<file path="src/rtl/poli_crc_engine.sv">
`default_nettype none
// ============================================================================
// Module      : poli_crc_engine
// Description : CRC-32 datapath for POLI; MSB-first, non-reflected, no final
//               XOR, BITS_PER_CYCLE input bits folded in per clock.
// Revision    : 1.0 - initial release
// ============================================================================
module poli_crc_engine #(
  parameter int                   WORD_SIZE      = 32,
  parameter logic [WORD_SIZE-1:0] INIT_VALUE     = 32'hFFFF_FFFF,
  parameter int                   BITS_PER_CYCLE = 1
) (
  input  logic                 CLK,
  input  logic                 nRST,
  input  logic                 crc_init,
  input  logic [WORD_SIZE-1:0] crc_poly,
  input  logic                 data_wen,
  input  logic [WORD_SIZE-1:0] data_in,
  output logic [WORD_SIZE-1:0] crc_out,
  output logic [WORD_SIZE-1:0] crc_status
);

  localparam int                 c_N        = WORD_SIZE / BITS_PER_CYCLE;
  localparam int                 c_CNT_W    = (c_N > 1) ? $clog2(c_N) : 1;
  localparam logic [c_CNT_W-1:0] c_CNT_LAST = c_CNT_W'(c_N - 1);

  typedef enum logic [0:0] {
    S_IDLE = 1'b0,
    S_RUN  = 1'b1
  } state_t;

  state_t                 r_state;
  state_t                 w_state_nxt;
  logic [WORD_SIZE-1:0]   r_crc;
  logic [WORD_SIZE-1:0]   w_crc_nxt;
  logic [WORD_SIZE-1:0]   r_shift;
  logic [WORD_SIZE-1:0]   w_shift_nxt;
  logic [WORD_SIZE-1:0]   r_poly;
  logic [WORD_SIZE-1:0]   w_poly_nxt;
  logic [c_CNT_W-1:0]     r_cnt;
  logic [c_CNT_W-1:0]     w_cnt_nxt;
  logic                   r_done;
  logic                   w_done_nxt;
  logic                   r_ovr;
  logic                   w_ovr_nxt;
  logic [WORD_SIZE-1:0]   w_crc_step;
  logic [WORD_SIZE-1:0]   w_shift_step;

  // Bits are folded in serially so any BITS_PER_CYCLE gives the same result.
  always_comb begin : p_step
    w_crc_step   = r_crc;
    w_shift_step = r_shift;
    for (int i = 0; i < BITS_PER_CYCLE; i++) begin
      if (w_crc_step[WORD_SIZE-1] ^ w_shift_step[WORD_SIZE-1]) begin
        w_crc_step = {w_crc_step[WORD_SIZE-2:0], 1'b0} ^ r_poly;
      end else begin
        w_crc_step = {w_crc_step[WORD_SIZE-2:0], 1'b0};
      end
      w_shift_step = {w_shift_step[WORD_SIZE-2:0], 1'b0};
    end
  end

  always_comb begin : p_next
    w_state_nxt = r_state;
    w_crc_nxt   = r_crc;
    w_shift_nxt = r_shift;
    w_poly_nxt  = r_poly;
    w_cnt_nxt   = r_cnt;
    w_done_nxt  = r_done;
    w_ovr_nxt   = r_ovr;

    if (crc_init) begin
      // Reseed wins; a simultaneous write starts cleanly from the seed.
      w_crc_nxt   = INIT_VALUE;
      w_state_nxt = S_IDLE;
      w_cnt_nxt   = '0;
      w_done_nxt  = 1'b0;
      w_ovr_nxt   = 1'b0;
      if (data_wen) begin
        w_shift_nxt = data_in;
        w_poly_nxt  = crc_poly;
        w_state_nxt = S_RUN;
      end
    end else begin
      case (r_state)
        S_IDLE: begin
          if (data_wen) begin
            w_shift_nxt = data_in;
            w_poly_nxt  = crc_poly;
            w_cnt_nxt   = '0;
            w_done_nxt  = 1'b0;
            w_state_nxt = S_RUN;
          end
        end
        S_RUN: begin
          w_crc_nxt   = w_crc_step;
          w_shift_nxt = w_shift_step;
          w_cnt_nxt   = r_cnt + 1'b1;
          if (r_cnt == c_CNT_LAST) begin
            w_state_nxt = S_IDLE;
            w_done_nxt  = 1'b1;
            w_cnt_nxt   = '0;
          end
          if (data_wen) begin
            w_ovr_nxt = 1'b1;
          end
        end
        default: begin
          w_state_nxt = S_IDLE;
        end
      endcase
    end
  end

  always_ff @(posedge CLK or negedge nRST) begin : p_regs
    if (!nRST) begin
      r_state <= S_IDLE;
      r_crc   <= INIT_VALUE;
      r_shift <= '0;
      r_poly  <= '0;
      r_cnt   <= '0;
      r_done  <= 1'b0;
      r_ovr   <= 1'b0;
    end else begin
      r_state <= w_state_nxt;
      r_crc   <= w_crc_nxt;
      r_shift <= w_shift_nxt;
      r_poly  <= w_poly_nxt;
      r_cnt   <= w_cnt_nxt;
      r_done  <= w_done_nxt;
      r_ovr   <= w_ovr_nxt;
    end
  end

  assign crc_out    = r_crc;
  assign crc_status = {{(WORD_SIZE-3){1'b0}}, r_ovr, r_done, (r_state == S_RUN)};

endmodule
`default_nettype wire

</file>
<file path="config.mk">
export PLATFORM = sky130hd
export DESIGN_NAME = poli_crc_engine
export DESIGN_NICKNAME = d
export VERILOG_FILES = /design/src/rtl/poli_crc_engine.sv
export SDC_FILE = /design/constraint.sdc
export NUM_CORES = 1
export LEC_CHECK = 0
export ABC_CLOCK_PERIOD_IN_PS = 3150
export BUFFER_PORTS_ARGS = -buffer_cell sky130_fd_sc_hd__buf_2
export CORE_MARGIN = 4
export CORE_UTILIZATION = 57
export CTS_BUF_LIST = sky130_fd_sc_hd__clkbuf_16
export CTS_CLUSTER_DIAMETER = 80
export DETAILED_ROUTE_END_ITERATION = 8
export PLACE_DENSITY_LB_ADDON = 0.12
export SETUP_SLACK_MARGIN = 0.5
export SKIP_LAST_GASP = 1
export SYNTH_ARGS = -nofsm -noshare
export SYNTH_HDL_FRONTEND = slang
export SYNTH_SLANG_ARGS = --single-unit
</file>
<file path="constraint.sdc">
create_clock -name CLK -period 3.15 [get_ports CLK]
set_clock_uncertainty 0.15 [all_clocks]
set_input_delay 0.63 -clock CLK [delete_from_list [all_inputs] [get_ports CLK]]
set_output_delay 0.63 -clock CLK [all_outputs]
set_load 0.005 [all_outputs]
</file>
==> impl_summary.txt, run 1 <==
----------------------------------------------------
[Clock tree]
  Clock tree from TritonCTS ... built
  Clock tree root buffer cell ... clkbuf_16
  Post-cts hold buffer count ... 0
  Number of clock sinks ... between 100 and 150
  Number of levels in the clock H-tree ... 3
  Clock edge transition at the registers on the reported setup and hold paths ... 70 ps
  Num CTS Buffers ... 9
  Maximum root-to-sink buffer count ... 2
  Post CTS Setup Buffer Count ... 0
  Count of instances resized after the clock tree is built ... 0
  Clock insertion delay at the later pin of the skew report ... 340 ps

[Timing]
  Final sum of negative setup slack ... 0 ps
  Fin crit share ... 67.86%
  Final setup vio count ... 0
  Post-layout minimum cycle time ... roughly 2100 ps
  Max Slew Vio Count ... 0
  Final Hold Violating Endpoints ... 0
  FMAX ... 0.4678 GHz
  RSZ-0062 raised after global routing ... false
  Slew margin rel. ... 20.56%
  Worst-Margin Slew ... around 1200 ps

[Logic synthesis]
  Sequential-to-total area share from yosys stat ... 52.06%
  Mean post-synth cell area ... 10.40 um2
  Synth unique cells ... 38
  Total of flip-flops plus latches after synthesis ... 104
  Number of enable flip-flop cells after synthesis ... 0
  Library cell with the largest summed area after synthesis ... dfrtp_1
  Number of warnings reported in the yosys synthesis log ... 0
  Synthesized netlist cell count ... between 400 and 500
  Cell types with the largest area share after synthesis ... dfrtp_1 35%, dfstp_2 17%, mux2_1 6.4%
  Netlist Area Pre-Place ... 0.005076 mm2
  Most instantiated flip-flop cell in the synthesis netlist ... dfrtp_1
  Ys async rst share ... 100.0%
  Area fraction of the dominant cell type after synthesis ... between 30% and 40%

[Layout]
  Ant diodes ... 0
  Non-Filler Cell Area, Final ... ~0.0058 mm2
  Syn-to-layout area delta ... 14.49%
  Fin nets ... 645
  Fraction of layout cells with a size suffix above 1 ... 28.50%
  Final Util ... 66.97%

[Power and ir drop]
  Post-layout power ... about 3500 uW
  Static leakage power ... around 0.0027 uW
  Worst IR drop on VDD ... 0.2694 mV
  Power density over cell area ... 609.0 mW/mm2

[Floorplan]
  Vertical die dimension ... 102.4 um
  Top-Level Pins ... ~130
  Die extent in x ... a little over 100 um
  Full die area ... 0.01048 mm2
  Initial cell density of the core ... 58.49%
  Total number of placement rows ... 34
  Core area ... 0.008678 mm2

[GRT]
  Via count of the first global-routing pass ... about 3500
  First-pass GRT wire length ... 16280 um
  Maximum number of pins on one net before global-route repair ... 60
  Total routing usage reported by global routing ... 19.85%
  Antenna violations before repair ... 1
  Total global routing overflow ... 0

[Routing]
  Total number of vias ... 3619
  Sum of routed wire length over all layers ... 9993 um
  Routed length per placed instance ... 14.55 um
  Routed Antenna Nets ... 0
  Number of DRC violations after detailed-routing iteration 0 ... around 130
  Detailed-route DRC error count ... 0
  Initial DRT Pass Iterations ... 4
  Via count normalized by instance count ... around 5.3

[Worst setup path]
  Cells along the critical path ... xnor2_4 > o21ai_0 > a31oi_1
  Delay of the slowest cell on the worst path ... about 1000 ps
  Class of the most critical setup path ... flop to flop
  Worst-path maximum fanout ... 59
  Element type at the critical path start ... flop
  Category of cells accounting for the largest share of critical-path delay ... XOR/XNOR gates
  Reg2reg start ... r_shift[31]$_DFF_PN0_
  Slowest-stage cell, CP ... xnor2_4
  Bufs and invs on worst path ... 0
  Critical path required time ... roughly 3300 ps
  Crit path launch ... r_shift[31]$_DFF_PN0_
  Type of element capturing the critical path ... flop
  Critical path data arrival time ... 2250 ps

[Placement]
  Placed cell area ... 0.005508 mm2
  Total of buffers placed on input and output ports ... about 100
  Global placement routability congestion ... between 0.8 and 0.9
  Sum of net half-perimeters after detailed placement ... 6964 um

[Hold path]
  Class of the tightest hold or removal check ... input port to async pin

[Flow run]
  Number of violations of the max-capacitance limit ... 0

[Status]
  Run status ... finished, final reports clean

----------------------------------------------------
==> power by group <==
group	leakage (uW)	switching (uW)	internal [uW]
Combinational	0.00133	356	294
Clock	0.000139	513	624
Sequential	0.00121	159	1590
Total	0.00268	1030	2510
==> registers in the layout (all words and copies together) (netlist names) <==
name     flops
r_cnt        5
r_done       1
r_shift     32
r_poly      32
r_ovr        1
r_state      1
crc_out     32
==> kinds of logic (layout without fill, tap and decap cells) <==
family | after synthesis | after routing | share of synthesized area [%]
multiplexers | 64 | 64 | 13.41
AO/OA/AOI/OAI | 105 | 105 | 11.63
flip-flops | 104 | 104 | 52.06
AND/OR/NAND/NOR | 113 | 113 | 10.40
other | 1 | 29 | 0.07388
buffers and inverters | 94 | 157 | 10.62
XOR/XNOR | 4 | 4 | 1.060
adder cells (fa/ha/maj) | 3 | 3 | 0.7395
==> placed cells by master, fill, tap and decap left out, drive strengths merged <==
cell,netlist,routed
a21oi,5,5
inv,32,34
and3,1,1
nor3,1,1
clkbuf,7,9
ha,3,3
nor2b,1,1
o41ai,1,1
nand3b,1,1
dfstp,32,32
nor2,38,38
o31ai,1,1
nand2,35,35
a31o,1,1
conb,1,29
mux2,32,32
nand2b,3,3
or2,1,1
o22a,1,1
nand3,2,2
a32oi,1,1
dfrtp,72,72
or3,29,29
bufinv,0,1
clkinv,0,1
buf,55,109
xor2,3,3
a22oi,3,3
a31oi,29,29
clkinvlp,0,3
xnor2,1,1
o221ai,1,1
or2b,1,1
o21ai,62,62
mux2i,32,32
==> stage by stage <==
step | setup slack, ps | hold WS (ps) | cells
2_1_floorplan | 1294 | 184.4 | 516
3_3_place_gp | 938.2 | 312.6 | 671
3_5_place_dp | 889.0 | 326.7 | 671
4_1_cts | 1010 | 168.4 | 687
5_1_grt | 775.4 | 192.9 | 687
6_report | 1012 | 145.5 | 687
==> metal layers <==
| metal | up-vias | part of all wire, % | GRT usage (%) |
|---|---|---|---|
| met1 | 1735 | 44 | 27.63 |
| met4 | 2 | 0.90 | 5.146 |
| met3 | 10 | 6.0 | 4.915 |
| li1 | 1776 | - | - |
| met5 | - | 0.18 | 0 |
| met2 | 96 | 49 | 31.43 |
==> final cells by class <==
class / count / area, um2
Clock buffer: 9 / 225.2
Clock inverter: 7 / 78.83
Tap cell: 108 / 135.1
Sequential cell: 104 / 2643
Fill cell: 684 / 2867
Timing Repair Buffer: 109 / 603.1
Inverter: 32 / 120.1
Multi-Input combinational cell: 318 / 2007
==> cells in the mapped netlist (3+ instances only) <==
library cell  instances
dfrtp_1              72
o21ai_1              41
nor2_1               38
buf_4                37
nand2_1              34
dfstp_2              32
inv_1                32
mux2i_1              32
a31oi_1              29
mux2_1               29
or3_1                29
o21ai_0              21
buf_2                14
clkbuf_1              7
a21oi_1               5
buf_6                 4
a22oi_1               3
ha_1                  3
mux2_2                3
xor2_1                3
==> final timing paths <==
check,end,slack (ps),cells after the start
max,crc_out[7]$_DFFE_PN1N_,1010,3
max reg2reg,crc_out[7]$_DFFE_PN1N_,1010,3
min reg2reg,r_shift[12]$_DFF_PN0_,340,2
min,r_poly[18]$_DFFE_PN0P_,150,1
max in group asynchronous,crc_out[5]$_DFFE_PN1N_,1940,2
min in group CLK,r_shift[12]$_DFF_PN0_,340,2
Note: power is estimated with default switching activity, not from simulation.
==> inputs of run 2 (changes only) <==
--- a/config.mk
+++ b/config.mk
@@ -5,10 +5,10 @@
 export SDC_FILE = /design/constraint.sdc
 export NUM_CORES = 1
 export LEC_CHECK = 0
-export ABC_CLOCK_PERIOD_IN_PS = 3150
+export ABC_CLOCK_PERIOD_IN_PS = 2100
 export BUFFER_PORTS_ARGS = -buffer_cell sky130_fd_sc_hd__buf_2
 export CORE_MARGIN = 4
-export CORE_UTILIZATION = 57
+export CORE_UTILIZATION = 53
 export CTS_BUF_LIST = sky130_fd_sc_hd__clkbuf_16
 export CTS_CLUSTER_DIAMETER = 80
 export DETAILED_ROUTE_END_ITERATION = 8
==> constraint.sdc (replaced) <==
create_clock -name CLK -period 2.1 [get_ports CLK]
set_clock_uncertainty 0.15 [all_clocks]
set_input_delay 0.42 -clock CLK [delete_from_list [all_inputs] [get_ports CLK]]
set_output_delay 0.42 -clock CLK [all_outputs]
set_load 0.005 [all_outputs]
==> run 2 against run 1 <==
  * Global-route usage is 0.26 points higher
  * Via count is 7.4% higher
  * Power is 58% higher
  * Non-clock buffer count increased by 30
  * Core utilization is 0.93 points higher
  * Sequential share of layout area decreased by 3.4 points
  * Largest cell class unchanged
  * Highest routed layer is now met4
==> impl_summary.txt, run 2 (synthesized netlist as in run 1, its figures left out) <==
----------------------------------------------------
[Timing]
  Post-layout minimum cycle time ... 1750 ps
  Max Slew Vio Count ... 0
  Final sum of negative setup slack ... 0 ps
  Fin crit share ... 83.35%
  RSZ-0062 raised after global routing ... true
  Final setup vio count ... 0
  Smallest hold slack ... 145.3 ps
  Worst-Margin Slew ... approximately 510 ps
  Final worst setup slack ... between 300 and 400 ps
  Slew margin rel. ... 66.06%
  FMAX ... 0.5713 GHz
  Final Hold Violating Endpoints ... 0

[GRT]
  Total routing usage reported by global routing ... roughly a fifth
  Antenna violations before repair ... 0
  First-pass GRT wire length ... between 15000 and 20000 um
  Via count of the first global-routing pass ... 3908
  Total global routing overflow ... 0
  Maximum number of pins on one net before global-route repair ... 64

[Power and ir drop]
  Power density over cell area ... just under 900 mW/mm2
  Static leakage power ... 0.002898 uW
  Worst IR drop on VDD ... between 0.4 and 0.5 mV

[Hold path]
  Class of the tightest hold or removal check ... input port to flop
  Number of instances on the worst hold path ... 2
  Hold path startpoint ... crc_poly[3]
  Worst Hold Endpoint ... r_poly[3]$_DFFE_PN0P_

[Clock tree]
  Maximum root-to-sink buffer count ... 2
  Clock tree from TritonCTS ... built
  Clock insertion delay at the later pin of the skew report ... 340 ps
  Clock edge transition at the registers on the reported setup and hold paths ... 60 ps
  Number of clock sinks ... 104
  Clock tree root buffer cell ... clkbuf_16
  Number of levels in the clock H-tree ... 3
  Num CTS Buffers ... 9

[Routing]
  Routed length per placed instance ... 15.69 um
  Sum of routed wire length over all layers ... 11640 um
  Number of DRC violations after detailed-routing iteration 0 ... 137
  Detailed-route DRC error count ... 0
  Total number of vias ... 3886
  Via count normalized by instance count ... 5.237
  Initial DRT Pass Iterations ... 4
  Routed Antenna Nets ... 0

[Worst setup path]
  Bufs and invs on worst path ... 1
  Critical path required time ... 1530 ps
  Element type at the critical path start ... flop
  Category of cells accounting for the largest share of critical-path delay ... flip-flops
  Reg2reg start ... crc_out[31]$_DFFE_PN1N_
  Class of the most critical setup path ... flop to output port
  Slowest-stage cell, CP ... dfstp_4
  Capture point of the worst reg-to-reg path ... crc_out[16]$_DFFE_PN1N_
  Cells along the critical path ... buf_6
  R2R setup slack ... 350 ps
  Worst-path maximum fanout ... 7
  Type of element capturing the critical path ... output port
  Depth of the worst register-to-register path ... 3
  Delay of the slowest cell on the worst path ... between 700 and 800 ps
  Critical path data arrival time ... 1180 ps

[Floorplan]
  Full die area ... 0.01121 mm2
  Top-Level Pins ... roughly 130
  Initial cell density of the core ... 54.68%
  Vertical die dimension ... around 110 um
  Total number of placement rows ... 35
  Die extent in x ... ~110 um
  Core area ... 0.009284 mm2

[Layout]
  Sequential standard cell area ... 0.002651 mm2
  Most common library cell in the layout ignoring fill and taps ... buf_2
  Most frequent cells in the layout ... 96 x buf_2, 70 x dfrtp_1, 41 x o21ai_1, 37 x nor2_1, 36 x inv_1
  Final std cells w/o fill ... around 740
  Non-Filler Cell Area, Final ... ~0.0063 mm2
  FILL cells ... roughly 730
  Area used by multi-input combinational logic ... about 0.0022 mm2
  Fin nets ... 679
  Fraction of layout cells with a size suffix above 1 ... 33.28%
  Ant diodes ... 0
  Syn-to-layout area delta ... 24.18%

[Status]
  Run status ... finished, final reports clean

[Placement]
  Total of buffers placed on input and output ports ... 102
  Sum of net half-perimeters after detailed placement ... 7223 um
  Worst slack, placed ... -5.902 ps
  Global placement routability congestion ... 0.7846
  Placed cell area ... 0.005567 mm2
  Number of instances in the placed design ... 695

[Flow run]
  Number of violations of the max-capacitance limit ... 0

----------------------------------------------------
## run 2: changes by cell type in the layout (fill, tap and decap cells not counted), moves of 2 or more
cell / change
buf_12: +2
buf_2: -5
buf_4: +24
buf_6: +8
dfrtp_1: -2
ha_1: -3
ha_4: +2
inv_1: +4
inv_6: -2
xnor2_4: +4
## run 2: metrics by stage
stage	util (%)	total power (uW)
after floorplan	-	3362
after global placement	59.96	3615
after detailed placement	59.96	3679
after CTS	65.05	5465
after global routing	67.90	5914
final	67.90	5599
## run 2: worst max path at each step
stage | endpoint | from | slack, ps | depth (start not counted)
after detailed placement | crc_out[4]$_DFFE_PN1N_ | r_shift[31]$_DFF_PN0_ | -6 | 3
after CTS | crc_out[31] | crc_out[31]$_DFFE_PN1N_ | 370 | 1
final | crc_out[31] | crc_out[31]$_DFFE_PN1N_ | 350 | 1
after global placement | crc_out[30]$_DFFE_PN1N_ | r_shift[31]$_DFF_PN0_ | 150 | 3
after global routing | crc_out[16]$_DFFE_PN1N_ | crc_out[31]$_DFFE_PN1N_ | 280 | 3
after floorplan | crc_out[12]$_DFFE_PN1N_ | crc_out[31]$_DFFE_PN1N_ | 530 | 6
## run 2: metal layers
layer  global-route usage (%)  wire [um]  vias up
li1                         -          -     1858
met1                    23.58       4673     1886
met2                    35.47       6007      127
met3                    5.205        781       15
met4                    7.308        181        0
met5                        0          0        -
## run 2: where the power goes
| group | switching, uW | internal, uW |
|---|---|---|
| Combinational | 688 | 670 |
| Clock | 697 | 908 |
| Sequential | 241 | 2400 |
| Total | 1630 | 3970 |
## run 2: cell type report
type / instances / area share [%]
flip-flops and latches: 104 / 42.06
inverters: 32 / 1.906
multi-input cells: 322 / 34.70
well taps: 129 / 2.561
clock inverters: 7 / 0.9528
repair buffers: 139 / 14.25
clock buffers: 9 / 3.573
## run 2: repair_timing
action,4_1_cts,5_1_grt
endpoints found under the setup margin,36,86
gates cloned,2,2
hold buffers,1,0
endpoints found under the hold margin,18,0
resized for setup,8,18
buffers inserted,12,14
pin swaps,4,6
## run 2: worst register-to-register path, cell delays in order (launching register included)
cell and delay (ps):
dfstp_4 730, xnor2_4 190, or3_1 400, a31oi_1 210
